### config.mk
export PLATFORM = sky130hd
export DESIGN_NAME = bcd_updown_counter_flat
export DESIGN_NICKNAME = d
export VERILOG_FILES = /design/src/rtl/bcd_updown_counter_if.sv /design/src/rtl/bcd_updown_counter.sv /design/src/flat_wrapper.sv
export SDC_FILE = /design/constraint.sdc
export NUM_CORES = 1
export LEC_CHECK = 0
export CAP_MARGIN = 5
export CORE_MARGIN = 10
export CORE_UTILIZATION = 50
export DETAILED_ROUTE_END_ITERATION = 10
export GPL_TIMING_DRIVEN = 0
export PLACE_DENSITY = 0.77
export SLEW_MARGIN = 20
export SYNTH_ARGS = -nofsm -noshare
export SYNTH_HDL_FRONTEND = slang
export SYNTH_SLANG_ARGS = --single-unit
export TNS_END_PERCENT = 20
### constraint.sdc
create_clock -name Clock_Div -period 2.35 [get_ports Clock_Div]
set_input_delay 0.705 -clock Clock_Div [delete_from_list [all_inputs] [get_ports Clock_Div]]
set_output_delay 0.705 -clock Clock_Div [all_outputs]
set_load 0.01 [all_outputs]
### src/rtl/bcd_updown_counter_if.sv
// Control and data bundle between the counter and its surrounding logic.
// The master drives the count controls; the counter is the slave.
interface bcd_updown_counter_if #(
    parameter int DIGITS = 4
);
    logic                  Enable;
    logic                  Up_Down;
    logic                  Load;
    logic [4*DIGITS-1:0]   Load_Value;
    logic [4*DIGITS-1:0]   Count;
    logic                  Terminal;
    logic                  Overflow;

    modport master (
        output Enable, Up_Down, Load, Load_Value,
        input  Count, Terminal, Overflow
    );

    modport slave (
        input  Enable, Up_Down, Load, Load_Value,
        output Count, Terminal, Overflow
    );
endinterface

### src/rtl/bcd_updown_counter.sv
// Multi-digit up/down counter of programmable radix with parallel load,
// wrap or saturate at end of range, terminal-count and overflow flags.
module bcd_updown_counter #(
    parameter int DIGITS = 4,
    parameter int RADIX  = 10,
    parameter int WRAP   = 1
) (
    input  logic                 Clock_Div,
    input  logic                 Reset,
    bcd_updown_counter_if.slave  bus
);
    localparam int          W   = 4 * DIGITS;
    localparam logic [3:0]  MAX = 4'(RADIX - 1);

    logic [W-1:0] count_p0;
    logic         ovf_p0;
    logic [W-1:0] count_nxt;
    logic         all_max;
    logic         all_zero;
    logic         end_of_range;

    // Out-of-range load digits are pulled down to the top digit value.
    function automatic logic [W-1:0] clamp_load(input logic [W-1:0] v);
        logic [W-1:0] r;
        r = v;
        for (int i = 0; i < DIGITS; i++) begin
            if (v[4*i +: 4] > MAX) r[4*i +: 4] = MAX;
        end
        return r;
    endfunction

    always_comb begin : step_logic
        logic       carry;
        logic [3:0] d;
        logic [3:0] nd;
        carry     = 1'b1;
        d         = 4'd0;
        nd        = 4'd0;
        count_nxt = count_p0;
        all_max   = 1'b1;
        all_zero  = 1'b1;
        for (int i = 0; i < DIGITS; i++) begin
            d = count_p0[4*i +: 4];
            if (d != MAX)  all_max  = 1'b0;
            if (d != 4'd0) all_zero = 1'b0;
            if (carry) begin
                if (bus.Up_Down) nd = (d == MAX)  ? 4'd0 : 4'(d + 4'd1);
                else             nd = (d == 4'd0) ? MAX  : 4'(d - 4'd1);
                count_nxt[4*i +: 4] = nd;
                carry = bus.Up_Down ? (d == MAX) : (d == 4'd0);
            end
        end
    end

    assign end_of_range = bus.Up_Down ? all_max : all_zero;

    // Register stage: load beats enable; a blocked end-of-range step still flags overflow.
    always_ff @(posedge Clock_Div or negedge Reset) begin
        if (!Reset) begin
            count_p0 <= '0;
            ovf_p0   <= 1'b0;
        end else if (bus.Load) begin
            count_p0 <= clamp_load(bus.Load_Value);
            ovf_p0   <= 1'b0;
        end else if (bus.Enable) begin
            if (end_of_range) begin
                ovf_p0 <= 1'b1;
                if (WRAP != 0) count_p0 <= count_nxt;
            end else begin
                count_p0 <= count_nxt;
                ovf_p0   <= 1'b0;
            end
        end else begin
            ovf_p0 <= 1'b0;
        end
    end

    assign bus.Count    = count_p0;
    assign bus.Overflow = ovf_p0;
    assign bus.Terminal = end_of_range;
endmodule

### src/flat_wrapper.sv
// flat-port wrapper written by rule: the top's interface ports become plain ports
module bcd_updown_counter_flat 
#(
    parameter int DIGITS = 4,
    parameter int RADIX  = 10,
    parameter int WRAP   = 1
)
  (Clock_Div, Reset, bus_Enable, bus_Up_Down, bus_Load, bus_Load_Value, bus_Count, bus_Terminal, bus_Overflow);
  bcd_updown_counter_if #(.DIGITS(DIGITS)) bus_i ();
  input  logic Clock_Div;
  input  logic Reset;
  input wire logic [$bits(bus_i.Enable)-1:0] bus_Enable;
  input wire logic [$bits(bus_i.Up_Down)-1:0] bus_Up_Down;
  input wire logic [$bits(bus_i.Load)-1:0] bus_Load;
  input wire logic [$bits(bus_i.Load_Value)-1:0] bus_Load_Value;
  output wire logic [$bits(bus_i.Count)-1:0] bus_Count;
  output wire logic [$bits(bus_i.Terminal)-1:0] bus_Terminal;
  output wire logic [$bits(bus_i.Overflow)-1:0] bus_Overflow;
  assign bus_i.Enable = bus_Enable;
  assign bus_i.Up_Down = bus_Up_Down;
  assign bus_i.Load = bus_Load;
  assign bus_i.Load_Value = bus_Load_Value;
  assign bus_Count = bus_i.Count;
  assign bus_Terminal = bus_i.Terminal;
  assign bus_Overflow = bus_i.Overflow;
  bcd_updown_counter #(.DIGITS(DIGITS), .RADIX(RADIX), .WRAP(WRAP)) u_core (.Clock_Div(Clock_Div), .Reset(Reset), .bus(bus_i));
endmodule
==> metrics <==
outcome finished with violations; routed vias/inst approximately 6.0; crit end category output pin; overall global routing resource usage roughly 16%; leakage power figure 0.816 nW; site row count 20; initial antenna violation count 0; register bit total from synthesis 17; Worst Max-Slew Pin Slew a little under 0.9 ns; fin. max-slew vios 0; Switch Pwr 551 uW; Post-Syn Instances 207; Ant. Diodes 0; synthesized cell area approximately 1600 um2; number of nets in the layout approximately 270; sequential share of power between 30% and 40%; Setup crit start kind register; insertion delay of the later-clocked pin in the worst-skew pair roughly 0.30 ns; setup repair after global routing missed its margin true; internal power consumption roughly 800 uW; count of antenna-violating nets left after detailed routing 0; Final setup violation count 2; Slew HR between 40% and 50%; count of flip-flops with a built-in enable after synthesis 0; number of nets produced by synthesis 228; number of global-route vias before repair 1,610; cell area reported after detailed placement 2070 um2; Yosys top cell by area sky130_fd_sc_hd__dfrtp_1; WL/cell around 16 um; io pins 39; global placer's final weighted congestion 0.875; main area contributors after synthesis sky130_fd_sc_hd__dfrtp_1 (26%), sky130_fd_sc_hd__o21ai_0 (5.8%), sky130_fd_sc_hd__clkbuf_1 (4.4%); dominant combinational cell family by area after synthesis compound AO/OA/AOI/OAI gates; syn avg cell area 7.91 um2; maximum clock skew at final layout approximately 0.0058 ns; cell area power density slightly above 600 nW/um2; Critical Path Fanout Max 12; initial cell density of the core a little over half; Fin. Hold Viols 0; clock buffer count from CTS 3; synthesized-area fraction occupied by adder cells 0%; library cells used by synthesis between 50 and 60; switching share of power roughly 40%; Async S/R FF share, synth 100%; timing-limited maximum frequency approximately 420 MHz; layout cell share with drive strength beyond 1 between 10% and 20%; number of buffers on the longest clock path 2; CP Class register to output pin; Slowest cell on crit path sky130_fd_sc_hd__dfrtp_2; share of total power in the clock network between 10% and 20%; logic gate share of total power 51.9%; total congestion overflow 0; CP max stage delay between 0.5 and 0.6 ns; clock input transition at the sequential cells of the worst setup and hold paths between 0.1 and 0.15 ns; final cycle utilization of the critical path 102%; area of the die 5970 um2; data required time at the worst endpoint 1.64 ns; failing checks negative setup slack; first drt pass iteration count 5; Seq/Total Area, Yosys 26.0%; worst hold slack roughly 0.67 ns; number of synthesis warnings 0; final cell utilization of the core a little over two thirds; final worst slack -0.0498 ns; input/output buffers 37; post-route DRC violation count 0; Crit path arrival time approximately 1.7 ns; sink count of the clock tree 17; maximum number of pins on one net before global-route repair 18; largest voltage drop on the vdd net ~370 uV; simple-gate portion of the synthesized area 25.4%; first-iteration detailed-routing DRC count approximately 140; root buffer cell sky130_fd_sc_hd__clkbuf_4; proportion of netlist area held by the largest area contributor around 26%; via count of the routed design 1,774; H-tree level count 1; Synth Area in XOR/XNOR ~3.7%; chip height 77.2 um; Commonest cells post-synth sky130_fd_sc_hd__clkbuf_1 (19), sky130_fd_sc_hd__o21ai_0 (19), sky130_fd_sc_hd__dfrtp_1 (17); portion of netlist area occupied by mux cells ~7.3%; predominant post-synthesis flop cell sky130_fd_sc_hd__dfrtp_1; total design power 1.35 mW; shortest period the worst path allows roughly 2.4 ns; total of hold buffers inserted after clock tree synthesis 0; maxcap violations 0; area growth from synthesis to final layout 34.0%; DP Worst Slack -1.43 ns; core region area between 3000 and 4000 um2; clock tree from TritonCTS built; sum of net half-perimeters after detailed placement approximately 3400 um; Final Cell Area roughly 2200 um2; Synth Area in Compound Gates between 30% and 40%; width of the chip 77.2 um; sequence of cells on the critical path nor4_2 -> nand4_1 -> a21oi_2 -> buf_2; final wirelength ~4800 um; classification of the worst-slack hold path register to register; wire length of the first global-routing pass roughly 8000 um
## logic make-up (layout without fill, tap and decap cells)
family / Yosys count / count (layout)
AOI/OAI and AO/OA: 73 / 73
xor gates and xnor gates: 7 / 7
muxes: 10 / 10
buffers and inverters: 27 / 71
DFF: 17 / 17
and+or+nand+nor: 73 / 73
## state kept, by name (all words and copies together), names as in the netlist
name	count
u_core.bus.Count	16
u_core.bus.Overflow	1
## repair_timing
action	in CTS	in global routing
setup buffers	10	0
resized for setup	28	4
pin swaps	3	1
endpoints found under the setup margin	13	3
## placed cells by master, fill, tap and decap left out, drive strengths merged, types with 6 or more instances in the layout
master / Yosys / layout
a31oi: 10 / 10
nand3: 6 / 6
buf: 3 / 15
clkdlybuf4s50: 0 / 35
clkbuf: 19 / 16
dfrtp: 17 / 17
mux2: 10 / 10
nor2b: 10 / 10
nand2: 9 / 9
nor2: 15 / 15
a21oi: 10 / 10
o21ai: 22 / 22
## power by group through the flow
stage / logic [mW] / clock network (mW) / registers [mW]
3_5_place_dp: 0.740 / 0 / 0.420
5_1_grt: 0.774 / 0.192 / 0.491
2_1_floorplan: 0.457 / 0 / 0.440
4_1_cts: 0.698 / 0.179 / 0.470
3_3_place_gp: 0.736 / 0 / 0.419
6_report: 0.700 / 0.174 / 0.475
## cell type report
cell class              count  area (um2)
plain buffers              15        78.8
fillers                   275         908
repair buffers             47         450
inverters                   5        18.8
multi-input cells         163        1130
well taps                  44        55.1
clock buffers               4        26.3
flip-flops and latches     17         434
## worst paths after layout
check / depth (start not counted) / start / slack (ns) / end
min in group asynchronous: 1 / Reset / 0.89 / u_core.bus.Count[14]$_DFFE_PN0P_
max in group asynchronous: 1 / Reset / 0.85 / u_core.bus.Count[4]$_DFFE_PN0P_
setup reg to reg: 10 / u_core.bus.Count[9]$_DFFE_PN0P_ / 0 / u_core.bus.Overflow$_DFF_PN0_
hold / removal: 1 / u_core.bus.Count[11]$_DFFE_PN0P_ / 0.67 / u_core.bus.Count[11]$_DFFE_PN0P_
setup / recovery: 4 / u_core.bus.Count[12]$_DFFE_PN0P_ / -0.05 / bus_Terminal
hold reg to reg: 1 / u_core.bus.Count[11]$_DFFE_PN0P_ / 0.67 / u_core.bus.Count[11]$_DFFE_PN0P_
## worst max-delay path: cells and delay by family, from the launching register on
| kind | cells | cell delay [ns] |
|---|---|---|
| DFF | 1 | 0.51 |
| and+or+nand+nor | 2 | 0.51 |
| AOI/OAI and AO/OA | 1 | 0.21 |
| buffers and inverters | 1 | 0.15 |
## metrics by stage
stage | setup TNS (ns) | std cells
floorplan | 0 | 207
global placement | -7.89 | 288
detailed placement | -8.08 | 288
CTS | 0 | 295
global route | -0.315 | 295
finish | -0.0639 | 295
## per-layer routing
layer	GRT usage, %	vias to the layer above	wire length [um]
li1	-	853	-
met1	21.9	831	2190
met2	23.2	80	2120
met3	3.03	10	396
met4	4.20	0	72
met5	0	-	0
No activity file was read; power rests on OpenSTA's default activity.
